File: src/rtl/memory_arbiter_if.sv
// ----------------------------------------------------------------------------
// memory_arbiter_pkg / memory_arbiter_if
//
// Purpose : shared types and the bundled signal set of the memory arbiter.
//           The interface carries the fetch port (i_*), the load/store port
//           (d_*), the unified memory port (mem_*) and the sticky timeout flag.
//
// Modports:
//   slave  - the arbiter side: consumes requests and mem_ready/mem_rdata,
//            drives ready pulses, read data, the memory request and
//            timeout_err.
//   master - the environment side (core plus memory model), mirror image.
// ----------------------------------------------------------------------------
package memory_arbiter_pkg;
  // Per-byte enables of a 32-bit word, one bit per byte lane.
  typedef logic [3:0] memory_mask_t;
  localparam memory_mask_t MASK_WORD = 4'b1111;
endpackage

interface memory_arbiter_if;
  import memory_arbiter_pkg::*;

  // Fetch port
  logic         i_req;
  logic [31:0]  i_addr;
  logic         i_ready;
  logic [31:0]  i_rdata;
  // Load/store port
  logic         d_req;
  logic         d_we;
  logic [31:0]  d_addr;
  logic [31:0]  d_wdata;
  memory_mask_t d_mask;
  logic         d_ready;
  logic [31:0]  d_rdata;
  // Unified memory port
  logic         mem_valid;
  logic         mem_we;
  logic [31:0]  mem_addr;
  logic [31:0]  mem_wdata;
  memory_mask_t mem_mask;
  logic         mem_ready;
  logic [31:0]  mem_rdata;
  // Status
  logic         timeout_err;

  modport slave (
    input  i_req, i_addr, d_req, d_we, d_addr, d_wdata, d_mask,
           mem_ready, mem_rdata,
    output i_ready, i_rdata, d_ready, d_rdata,
           mem_valid, mem_we, mem_addr, mem_wdata, mem_mask, timeout_err
  );

  modport master (
    output i_req, i_addr, d_req, d_we, d_addr, d_wdata, d_mask,
           mem_ready, mem_rdata,
    input  i_ready, i_rdata, d_ready, d_rdata,
           mem_valid, mem_we, mem_addr, mem_wdata, mem_mask, timeout_err
  );
endinterface

File: src/rtl/memory_arbiter.sv
// ----------------------------------------------------------------------------
// memory_arbiter
//
// Purpose : shares one single-port memory between the instruction-fetch port
//           and the load/store port. One requester is granted at a time; the
//           memory request is registered and held until mem_ready, then the
//           read data is returned with a one-cycle ready pulse. Data accesses
//           win arbitration, but after MAX_D_STREAK consecutive data grants
//           with a fetch waiting, the fetch goes next. A grant that waits
//           TIMEOUT cycles without mem_ready is aborted (TIMEOUT=0: never).
//
// Ports   :
//   clk    - clock, rising edge
//   rst_n  - asynchronous active-low reset
//   bus    - memory_arbiter_if.slave (fetch, load/store, memory, timeout_err)
// ----------------------------------------------------------------------------
module memory_arbiter
  import memory_arbiter_pkg::*;
#(
  parameter int unsigned MAX_D_STREAK = 4,
  parameter int unsigned TIMEOUT      = 64
) (
  input  logic            clk,
  input  logic            rst_n,
  memory_arbiter_if.slave bus
);

  localparam int unsigned SW = (MAX_D_STREAK > 0) ? $clog2(MAX_D_STREAK + 1) : 1;
  localparam int unsigned WW = (TIMEOUT > 1) ? $clog2(TIMEOUT) : 1;
  localparam logic [SW-1:0] STREAK_MAX = SW'(MAX_D_STREAK);
  localparam logic [WW-1:0] WAIT_LAST  = (TIMEOUT > 0) ? WW'(TIMEOUT - 1) : '0;

  typedef enum logic [1:0] {IDLE, BUSY_I, BUSY_D} state_t;

  state_t       state_q, state_d;
  logic         mem_valid_q, mem_valid_d;
  logic         mem_we_q, mem_we_d;
  logic [31:0]  mem_addr_q, mem_addr_d;
  logic [31:0]  mem_wdata_q, mem_wdata_d;
  memory_mask_t mem_mask_q, mem_mask_d;
  logic         i_ready_q, i_ready_d;
  logic [31:0]  i_rdata_q, i_rdata_d;
  logic         d_ready_q, d_ready_d;
  logic [31:0]  d_rdata_q, d_rdata_d;
  logic         timeout_err_q, timeout_err_d;
  logic [SW-1:0] d_streak_q, d_streak_d;
  logic [WW-1:0] wait_q, wait_d;

  // A requester whose ready pulse is on the bus right now has already been
  // served; its still-high req must not start a second access.
  logic i_pend, d_pend;
  logic grant_i, grant_d, finish, abort;

  assign i_pend = bus.i_req & ~i_ready_q;
  assign d_pend = bus.d_req & ~d_ready_q;

  // State register (plus the registered datapath it steers).
  always_ff @(posedge clk or negedge rst_n) begin
    if (!rst_n) begin
      state_q       <= IDLE;
      mem_valid_q   <= 1'b0;
      mem_we_q      <= 1'b0;
      mem_addr_q    <= '0;
      mem_wdata_q   <= '0;
      mem_mask_q    <= '0;
      i_ready_q     <= 1'b0;
      i_rdata_q     <= '0;
      d_ready_q     <= 1'b0;
      d_rdata_q     <= '0;
      timeout_err_q <= 1'b0;
      d_streak_q    <= '0;
      wait_q        <= '0;
    end else begin
      state_q       <= state_d;
      mem_valid_q   <= mem_valid_d;
      mem_we_q      <= mem_we_d;
      mem_addr_q    <= mem_addr_d;
      mem_wdata_q   <= mem_wdata_d;
      mem_mask_q    <= mem_mask_d;
      i_ready_q     <= i_ready_d;
      i_rdata_q     <= i_rdata_d;
      d_ready_q     <= d_ready_d;
      d_rdata_q     <= d_rdata_d;
      timeout_err_q <= timeout_err_d;
      d_streak_q    <= d_streak_d;
      wait_q        <= wait_d;
    end
  end

  // Next-state logic: arbitration in IDLE, completion/abort while busy.
  always_comb begin
    state_d = state_q;
    grant_i = 1'b0;
    grant_d = 1'b0;
    finish  = 1'b0;
    abort   = 1'b0;
    case (state_q)
      IDLE: begin
        if (d_pend && !(i_pend && d_streak_q == STREAK_MAX)) begin
          grant_d = 1'b1;
          state_d = BUSY_D;
        end else if (i_pend) begin
          grant_i = 1'b1;
          state_d = BUSY_I;
        end
      end
      BUSY_I, BUSY_D: begin
        // A completion in the expiry cycle takes precedence over the abort.
        if (bus.mem_ready) begin
          finish  = 1'b1;
          state_d = IDLE;
        end else if (TIMEOUT != 0 && wait_q == WAIT_LAST) begin
          abort   = 1'b1;
          state_d = IDLE;
        end
      end
      default: state_d = IDLE;
    endcase
  end

  // Output logic: next values of all registered outputs and counters.
  always_comb begin
    mem_valid_d   = mem_valid_q;
    mem_we_d      = mem_we_q;
    mem_addr_d    = mem_addr_q;
    mem_wdata_d   = mem_wdata_q;
    mem_mask_d    = mem_mask_q;
    i_ready_d     = 1'b0;
    i_rdata_d     = '0;
    d_ready_d     = 1'b0;
    d_rdata_d     = '0;
    timeout_err_d = timeout_err_q;
    d_streak_d    = d_streak_q;
    wait_d        = wait_q;
    if (grant_d) begin
      mem_valid_d = 1'b1;
      mem_we_d    = bus.d_we;
      mem_addr_d  = bus.d_addr;
      mem_wdata_d = bus.d_wdata;
      mem_mask_d  = bus.d_mask;
      wait_d      = '0;
      // Streak only counts data grants that overtook a waiting fetch.
      if (i_pend)
        d_streak_d = (d_streak_q == STREAK_MAX) ? d_streak_q : d_streak_q + 1'b1;
      else
        d_streak_d = '0;
    end else if (grant_i) begin
      mem_valid_d = 1'b1;
      mem_we_d    = 1'b0;
      mem_addr_d  = bus.i_addr;
      mem_wdata_d = '0;
      mem_mask_d  = MASK_WORD;
      wait_d      = '0;
      d_streak_d  = '0;
    end else if (finish) begin
      mem_valid_d = 1'b0;
      wait_d      = '0;
      if (state_q == BUSY_I) begin
        i_ready_d = 1'b1;
        i_rdata_d = mem_we_q ? '0 : bus.mem_rdata;
      end else begin
        d_ready_d = 1'b1;
        d_rdata_d = mem_we_q ? '0 : bus.mem_rdata;
      end
    end else if (abort) begin
      mem_valid_d   = 1'b0;
      wait_d        = '0;
      timeout_err_d = 1'b1;
      if (state_q == BUSY_I) i_ready_d = 1'b1;
      else                   d_ready_d = 1'b1;
    end else if (state_q != IDLE) begin
      wait_d = wait_q + 1'b1;
    end
  end

  assign bus.mem_valid   = mem_valid_q;
  assign bus.mem_we      = mem_we_q;
  assign bus.mem_addr    = mem_addr_q;
  assign bus.mem_wdata   = mem_wdata_q;
  assign bus.mem_mask    = mem_mask_q;
  assign bus.i_ready     = i_ready_q;
  assign bus.i_rdata     = i_rdata_q;
  assign bus.d_ready     = d_ready_q;
  assign bus.d_rdata     = d_rdata_q;
  assign bus.timeout_err = timeout_err_q;

endmodule

File: src/flat_wrapper.sv
// flat-port wrapper written by rule: the top's interface ports become plain ports
module memory_arbiter_flat import memory_arbiter_pkg::*;
#(
  parameter int unsigned MAX_D_STREAK = 4,
  parameter int unsigned TIMEOUT      = 64
)
  (clk, rst_n, bus_i_req, bus_i_addr, bus_d_req, bus_d_we, bus_d_addr, bus_d_wdata, bus_d_mask, bus_mem_ready, bus_mem_rdata, bus_i_ready, bus_i_rdata, bus_d_ready, bus_d_rdata, bus_mem_valid, bus_mem_we, bus_mem_addr, bus_mem_wdata, bus_mem_mask, bus_timeout_err);
  memory_arbiter_if bus_i ();
  input  logic clk;
  input  logic rst_n;
  input wire logic [$bits(bus_i.i_req)-1:0] bus_i_req;
  input wire logic [$bits(bus_i.i_addr)-1:0] bus_i_addr;
  input wire logic [$bits(bus_i.d_req)-1:0] bus_d_req;
  input wire logic [$bits(bus_i.d_we)-1:0] bus_d_we;
  input wire logic [$bits(bus_i.d_addr)-1:0] bus_d_addr;
  input wire logic [$bits(bus_i.d_wdata)-1:0] bus_d_wdata;
  input wire logic [$bits(bus_i.d_mask)-1:0] bus_d_mask;
  input wire logic [$bits(bus_i.mem_ready)-1:0] bus_mem_ready;
  input wire logic [$bits(bus_i.mem_rdata)-1:0] bus_mem_rdata;
  output wire logic [$bits(bus_i.i_ready)-1:0] bus_i_ready;
  output wire logic [$bits(bus_i.i_rdata)-1:0] bus_i_rdata;
  output wire logic [$bits(bus_i.d_ready)-1:0] bus_d_ready;
  output wire logic [$bits(bus_i.d_rdata)-1:0] bus_d_rdata;
  output wire logic [$bits(bus_i.mem_valid)-1:0] bus_mem_valid;
  output wire logic [$bits(bus_i.mem_we)-1:0] bus_mem_we;
  output wire logic [$bits(bus_i.mem_addr)-1:0] bus_mem_addr;
  output wire logic [$bits(bus_i.mem_wdata)-1:0] bus_mem_wdata;
  output wire logic [$bits(bus_i.mem_mask)-1:0] bus_mem_mask;
  output wire logic [$bits(bus_i.timeout_err)-1:0] bus_timeout_err;
  assign bus_i.i_req = bus_i_req;
  assign bus_i.i_addr = bus_i_addr;
  assign bus_i.d_req = bus_d_req;
  assign bus_i.d_we = bus_d_we;
  assign bus_i.d_addr = bus_d_addr;
  assign bus_i.d_wdata = bus_d_wdata;
  assign bus_i.d_mask = bus_d_mask;
  assign bus_i.mem_ready = bus_mem_ready;
  assign bus_i.mem_rdata = bus_mem_rdata;
  assign bus_i_ready = bus_i.i_ready;
  assign bus_i_rdata = bus_i.i_rdata;
  assign bus_d_ready = bus_i.d_ready;
  assign bus_d_rdata = bus_i.d_rdata;
  assign bus_mem_valid = bus_i.mem_valid;
  assign bus_mem_we = bus_i.mem_we;
  assign bus_mem_addr = bus_i.mem_addr;
  assign bus_mem_wdata = bus_i.mem_wdata;
  assign bus_mem_mask = bus_i.mem_mask;
  assign bus_timeout_err = bus_i.timeout_err;
  memory_arbiter #(.MAX_D_STREAK(MAX_D_STREAK), .TIMEOUT(TIMEOUT)) u_core (.clk(clk), .rst_n(rst_n), .bus(bus_i));
endmodule
File: config.mk
export PLATFORM = sky130hd
export DESIGN_NAME = memory_arbiter_flat
export DESIGN_NICKNAME = d
export VERILOG_FILES = /design/src/rtl/memory_arbiter_if.sv /design/src/rtl/memory_arbiter.sv /design/src/flat_wrapper.sv
export SDC_FILE = /design/constraint.sdc
export NUM_CORES = 1
export LEC_CHECK = 0
export CORE_AREA = 5 5 129 131
export CTS_BUF_LIST = sky130_fd_sc_hd__clkbuf_4
export DETAILED_ROUTE_END_ITERATION = 6
export DIE_AREA = 0 0 134 136
export PLACE_DENSITY = 0.78
export SLEW_MARGIN = 40
export SYNTH_ARGS = -nofsm -noshare
export SYNTH_HDL_FRONTEND = slang
export SYNTH_SLANG_ARGS = --single-unit
File: constraint.sdc
create_clock -name clk -period 1.6 [get_ports clk]
set_input_delay 0.32 -clock clk [delete_from_list [all_inputs] [get_ports clk]]
set_output_delay 0.32 -clock clk [all_outputs]
set_load 0.02 [all_outputs]
== Word-level counts from Yosys, hierarchy flattened ==
Index checks and enable logic that the tools add are counted.

* Reductions and logical operators: 12
* Bitwise logic cells: 7
* Add/sub/neg operators: 2
* Eq/ne operators: 7
* Mux-type cells: 55

{| class="wikitable"
|+ Operators with widths
! cell !! number
|-
| $mux 32 || 13
|-
| $mux 6 || 5
|-
| $mux 1 || 26
|-
| $mux 3 || 4
|-
| $mux 2 || 4
|-
| $mux 4 || 2
|-
| $add 6x1->6 const B || 1
|-
| $eq 6x6->1 const B || 1
|-
| $not 1->1 || 5
|-
| $reduce_bool 5->1 || 1
|-
| $pmux 2 s2 || 1
|-
| $reduce_and 2->1 || 2
|-
| $reduce_and 4->1 || 1
|-
| $reduce_bool 2->1 || 2
|-
| $reduce_bool 4->1 || 1
|-
| $add 3x1->3 const B || 1
|-
| $eq 3x3->1 const B || 1
|-
| $ne 3x1->1 const B || 1
|-
| $ne 3x2->1 const B || 1
|-
| $ne 3x3->1 const B || 1
|-
| $and 1x1->1 || 2
|-
| $eq 2x1->1 const B || 1
|-
| $eq 2x2->1 const B || 1
|-
| $logic_and 1x1->1 || 2
|-
| 3 further kinds || 3
|}

* Register bits after elaboration: 148
* Output and inout port bits: 137
* Logic and storage cells: 96
* Bits of input ports: 138

== Logic depth before layout (Yosys ltp) ==
* Depth after elaboration: 9
* Mapped depth: 9
* Depth with buffers taken out: 6

== Worst setup path after synthesis ==
Ideal clock, no wire load.

* Kind: flip-flop to flip-flop
* Start: register u_core.d_streak_q[0]
* End: register u_core.mem_addr_q[10], in the netlist u_core.bus.mem_addr[10]
* Clock period less this slack: 1,606 ps
* Buffers on the path: 1
* Data required time: 1,478 ps
* Cell stages (with the launch flop): 8
* Arrival: 1,484 ps
* Setup time: 122 ps
* Path slack: -6 ps
* Cell sequence: dfrtp_1 > inv_1 > ha_1 > and2_1 > o211ai_2 > clkbuf_1 > a21boi_1 > o21ai_1

* Word-level cells in the longest chain between the ends: 7
* Elaborated cells between the ends (all ways): 10
* Classes of those cells: 1 x eq/ne; 5 x mux; 4 x reduce/logical

{| class="wikitable"
|+ Ends and longest elaborated chain
! what !! RTL line !! text
|-
| start, declared || memory_arbiter.sv:46 || <nowiki>logic [SW-1:0] d_streak_q, d_streak_d;</nowiki>
|-
| start signal, assigned || memory_arbiter.sv:85 || <nowiki>d_streak_q <= d_streak_d;</nowiki>
|-
| $eq 3x3->1 (*) || memory_arbiter.sv:99 || <nowiki>if (d_pend && !(i_pend && d_streak_q == STREAK_MAX)) begin</nowiki>
|-
| $logic_and 1x1->1 (*) || memory_arbiter.sv:99 ||
|-
| $logic_not 1->1 (*) || memory_arbiter.sv:99 ||
|-
| $logic_and 1x1->1 (*) || memory_arbiter.sv:99 ||
|-
| $mux 1 || memory_arbiter.sv:99 ||
|-
| $mux 1 || memory_arbiter.sv:97 || <nowiki>case (state_q)</nowiki>
|-
| $mux 32 or $reduce_bool 2->1 (tied branches) || -- ||
|-
| end signal, assigned || memory_arbiter.sv:77 || <nowiki>mem_addr_q <= mem_addr_d;</nowiki>
|-
| end, declared || memory_arbiter.sv:38 || <nowiki>logic [31:0] mem_addr_q, mem_addr_d;</nowiki>
|}

Every way passes the cells marked *; elsewhere a longest branch is shown, timed or not.
A chain may end at the register's enable or synchronous reset.

== Final worst setup path ==
* Start: register u_core.i_ready_q, in the netlist u_core.bus.i_ready
* End: register u_core.mem_wdata_q[3], in the netlist u_core.bus.mem_wdata[3]

* Word-level cells in the longest chain between the ends: 8
* Elaborated cells between the ends (all ways): 12
* Classes of those cells: 6 x mux; 2 x bitwise; 4 x reduce/logical

{| class="wikitable"
|+ Ends and longest elaborated chain
! what !! RTL line !! text
|-
| start, declared || memory_arbiter.sv:41 || <nowiki>logic i_ready_q, i_ready_d;</nowiki>
|-
| start signal, assigned || memory_arbiter.sv:80 || <nowiki>i_ready_q <= i_ready_d;</nowiki>
|-
| $not 1->1 (*) || memory_arbiter.sv:54 || <nowiki>assign i_pend = bus.i_req & ~i_ready_q;</nowiki>
|-
| $and 1x1->1 (*) || memory_arbiter.sv:54 ||
|-
| $logic_and 1x1->1 || memory_arbiter.sv:99 ||
|-
| $logic_not 1->1 || memory_arbiter.sv:99 ||
|-
| $logic_and 1x1->1 || memory_arbiter.sv:99 ||
|-
| $mux 1 || memory_arbiter.sv:99 ||
|-
| $mux 1 || memory_arbiter.sv:97 ||
|-
| $mux 32 or $reduce_bool 2->1 (tied branches) || -- ||
|-
| end signal, assigned || memory_arbiter.sv:78 || <nowiki>mem_wdata_q <= mem_wdata_d;</nowiki>
|-
| end, declared || memory_arbiter.sv:39 || <nowiki>logic [31:0] mem_wdata_q, mem_wdata_d;</nowiki>
|}

Marks and branches as above.

==> load_flow_metrics.sql <==
INSERT INTO impl_metrics (metric_group, metric, value, unit) VALUES
('run_status', 'status', 'finished with violations', ''),
('run_status', 'violations', 'setup timing', ''),
('synthesis', 'synth.net_count', '667', ''),
('power_and_ir_drop', 'irDropWorstVdd', '0.969', 'mV'),
('synthesis', 'synth_top_cells_by_count', 'sky130_fd_sc_hd__dfrtp_1 (148), sky130_fd_sc_hd__nor2_1 (103), sky130_fd_sc_hd__nand2_1 (49)', ''),
('synthesis', 'syn_avg_cell_area', '10.9', 'µm²'),
('synthesis', 'yosysMostFrequentCell', 'sky130_fd_sc_hd__dfrtp_1', ''),
('sta', 'fin_setup_tns', '-3.22', 'ns'),
('drt', 'wl_met1', '7.74', 'mm'),
('synthesis', 'async_flop_share', '1.00', ''),
('finish', 'final_util', '0.640', ''),
('floorplanning', 'total_core_area', '0.0155', 'mm²'),
('synthesis', 'ys_ff_latch', '148', ''),
('drt', 'wl_per_cell', '18.8', 'µm'),
('drt', 'drt_iter0_markers', '172', ''),
('worst_setup_path', 'worst-endpoint-arrival', '2.17', 'ns'),
('worst_setup_path', 'required', '2.04', 'ns'),
('worst_setup_path', 'path_max_fanout', '5', ''),
('finish', 'footprint_of_the_multi_input_gates', '0.00219', 'mm²'),
('drt', 'met3WireLength', '1.97', 'mm'),
('sta', 'timing.final.ws_setup', '-0.129', 'ns'),
('floorplanning', 'effective_utilization_at_floorplan', '0.371', ''),
('finish', 'post_route_cells_drive_above_1_share', '0.357', ''),
('drt', 'wl_met2', '10.1', 'mm'),
('synthesis', 'synth_fa_ha_area_frac', '0.0109', ''),
('placed_design', 'dp_slack', '-0.321', 'ns'),
('sta', 'max_slew_violation_count', '0', ''),
('flow_run', 'cap_violations', '0', ''),
('global_route', 'initial_antenna_violation_count', '1', ''),
('power_and_ir_drop', 'pwr_density_cell', '1740', 'mW/mm²'),
('synthesis', 'synth.yosys.warnings', '0', ''),
('global_route', 'grt_util_all_layers', '0.209', ''),
('global_route', 'overflow', '0', ''),
('synthesis', 'fraction_of_the_mapped_netlist_area_in_compound_gates', '0.144', ''),
('synthesis', 'synth-simple-area-share', '0.162', ''),
('worst_setup_path', 'crit_path_top_delay_cell', 'sky130_fd_sc_hd__dfrtp_1', ''),
('drt', 'detail_route.vias_per_cell', '4.99', ''),
('worst_setup_path', 'cp_num_buf_inv', '6', ''),
('synthesis', 'synth_cells', '524', ''),
('worst_hold_path', 'hold_class', 'in2async', ''),
('worst_setup_path', 'worst_path_dominant_cell_family', 'buffers and inverters', ''),
('cts', 'root_buffer', 'sky130_fd_sc_hd__clkbuf_4', ''),
('cts', 'clock_pin_slew_of_the_registers_on_the_worst_case_setup_and_hold_paths', '0.15', 'ns'),
('sta', 'maxClockFrequency', '578', 'MHz'),
('drt', 'final_antenna_net_count', '0', ''),
('floorplanning', 'ioPinCount', '275', ''),
('finish', 'area.growth.synth_to_final', '72.8', '%'),
('cts', 'tritoncts', 'yes', ''),
('cts', 'tritoncts_num_sinks', '148', ''),
('drt', 'drt_pass1_iterations', '4', ''),
('placed_design', 'placement.io_buffers', '274', ''),
('worst_setup_path', 'timing.critical_path.mode_cell', 'sky130_fd_sc_hd__buf_6', ''),
('cts', 'cts_inserted_buffers', '17', ''),
('global_route', 'grt_pass1_vias', '5493', ''),
('sta', 'rsz_0062_raised_after_global_routing', 'yes', ''),
('floorplanning', 'dieArea', '0.0182', 'mm²'),
('worst_setup_path', 'max_stage_delay', '0.43', 'ns'),
('synthesis', 'synth_edf_count', '0', ''),
('sta', 'setup_viol', '89', ''),
('synthesis', 'number_of_unique_standard_cell_types_used_by_synthesis', '40', ''),
('worst_setup_path', 'timing.setup.critical_path_class', 'reg2reg', ''),
('synthesis', 'synth.yosys.seq_area_share', '0.646', ''),
('placed_design', 'place_hpwl', '12.9', 'mm'),
('worst_setup_path', 'crit_path_start_kind', 'flop', ''),
('finish', 'area_used_by_sequential_logic_in_the_layout', '0.00370', 'mm²'),
('synthesis', 'synth_top_family_by_area', 'simple AND/OR/NAND/NOR gates', ''),
('sta', 'tightest_slew', '0.372', 'ns'),
('sta', 'max_slew_margin', '0.752', ''),
('sta', 'fin_worst_skew', '0.0191', 'ns'),
('sta', 'finalWorstPathRequiredPeriod', '1.73', 'ns'),
('global_route', 'grt_start_max_net_pins', '39', '');
-- final cells by class --
cell class / count / share of cell area
flip-flops and latches: 148 / 0.374
repair buffers: 363 / 0.349
multi-input cells: 336 / 0.221
well taps: 192 / 0.0242
clock inverters: 15 / 0.0173
clock buffers: 17 / 0.0129
inverters: 6 / 0.00252
diodes: 1 / 0.000252
-- cells by family after synthesis --
kind of cell	Yosys count
AO/OA/AOI/OAI	117
XOR/XNOR	2
adder cells (fa/ha/maj)	5
buffers and inverters	40
flip-flops	148
multiplexers	1
AND/OR/NAND/NOR	211
-- flip-flops by register name, indices dropped and copies added (netlist names) --
register / flops
u_core.bus.d_rdata: 32
u_core.bus.d_ready: 1
u_core.bus.i_rdata: 32
u_core.bus.i_ready: 1
u_core.bus.mem_addr: 32
u_core.bus.mem_mask: 4
u_core.bus.mem_valid: 1
u_core.bus.mem_wdata: 32
u_core.bus.mem_we: 1
u_core.bus.timeout_err: 1
u_core.d_streak_q: 3
u_core.state_q: 2
u_core.wait_q: 6
-- path summary, 6_finish.rpt --
path	startpoint	endpoint	slack, ns	depth (start not counted)
hold reg to reg	u_core.bus.timeout_err	u_core.bus.timeout_err	0.49	1
hold / removal	rst_n	u_core.bus.i_rdata[21]	0.24	2
setup reg to reg	u_core.bus.i_ready	u_core.bus.mem_wdata[3]	-0.13	9
setup / recovery	u_core.bus.i_ready	u_core.bus.mem_wdata[3]	-0.13	9
min in group clk	bus_d_mask[3]	u_core.bus.mem_mask[3]	0.33	3
max in group asynchronous	rst_n	u_core.bus.mem_mask[2]	0.82	3
-- per-stage QoR --
stage	hold WS, ns	cells	total power [mW]	cell area [µm²]
floorplan	0.0244	524	9.41	5740
global placement	0.248	1003	13.4	9080
detailed placement	0.247	1003	13.6	9080
CTS	0.170	1057	16.7	9770
global route	0.206	1078	18.1	9910
finish	0.239	1078	17.2	9910
-- what timing repair did --
item                                    in CTS  in global routing
gates resized for setup                    449                150
hold endpoints to repair                   148                  0
endpoints found under the setup margin     208                195
pin swaps                                   16                 18
cloned                                       9                  5
setup buffers                               12                 16
hold buffers                                 1                  0
-- where the power goes --
group / switching (mW) / internal (mW) / leakage (nW)
Sequential: 0.571 / 4.83 / 1.95
Clock: 1.51 / 0.971 / 0.155
Combinational: 4.98 / 4.36 / 2.59
-- per-layer routing --
metal / global-route usage / up-vias
met4: 0.0703 / 0
met5: 0 / -
met2: 0.357 / 286
li1: - / 2459
met3: 0.0848 / 37
met1: 0.238 / 2599
-- layout by cell type (no fill, tap or decap), types with 4 or more instances in the layout --
cell type                           n
sky130_fd_sc_hd__inv_2              5
sky130_fd_sc_hd__inv_8              4
sky130_fd_sc_hd__nand2_1           48
sky130_fd_sc_hd__buf_4             43
sky130_fd_sc_hd__nand2b_1          34
sky130_fd_sc_hd__dfrtp_1          148
sky130_fd_sc_hd__nor2_1            64
sky130_fd_sc_hd__nand3_1           10
sky130_fd_sc_hd__buf_12            14
sky130_fd_sc_hd__buf_6             20
sky130_fd_sc_hd__buf_2             65
sky130_fd_sc_hd__a21boi_0           7
sky130_fd_sc_hd__clkbuf_2          33
sky130_fd_sc_hd__clkbuf_4          17
sky130_fd_sc_hd__a21boi_1          25
sky130_fd_sc_hd__buf_16             7
sky130_fd_sc_hd__nor2_4            24
sky130_fd_sc_hd__clkdlybuf4s50_1  136
sky130_fd_sc_hd__clkinv_4           4
sky130_fd_sc_hd__a22o_1            34
sky130_fd_sc_hd__clkdlybuf4s15_1    5
sky130_fd_sc_hd__clkbuf_16          4
sky130_fd_sc_hd__o21ai_1           35
sky130_fd_sc_hd__clkdlybuf4s15_2   32
sky130_fd_sc_hd__nor2_2            15
No activity file was read; power rests on OpenSTA's default activity.
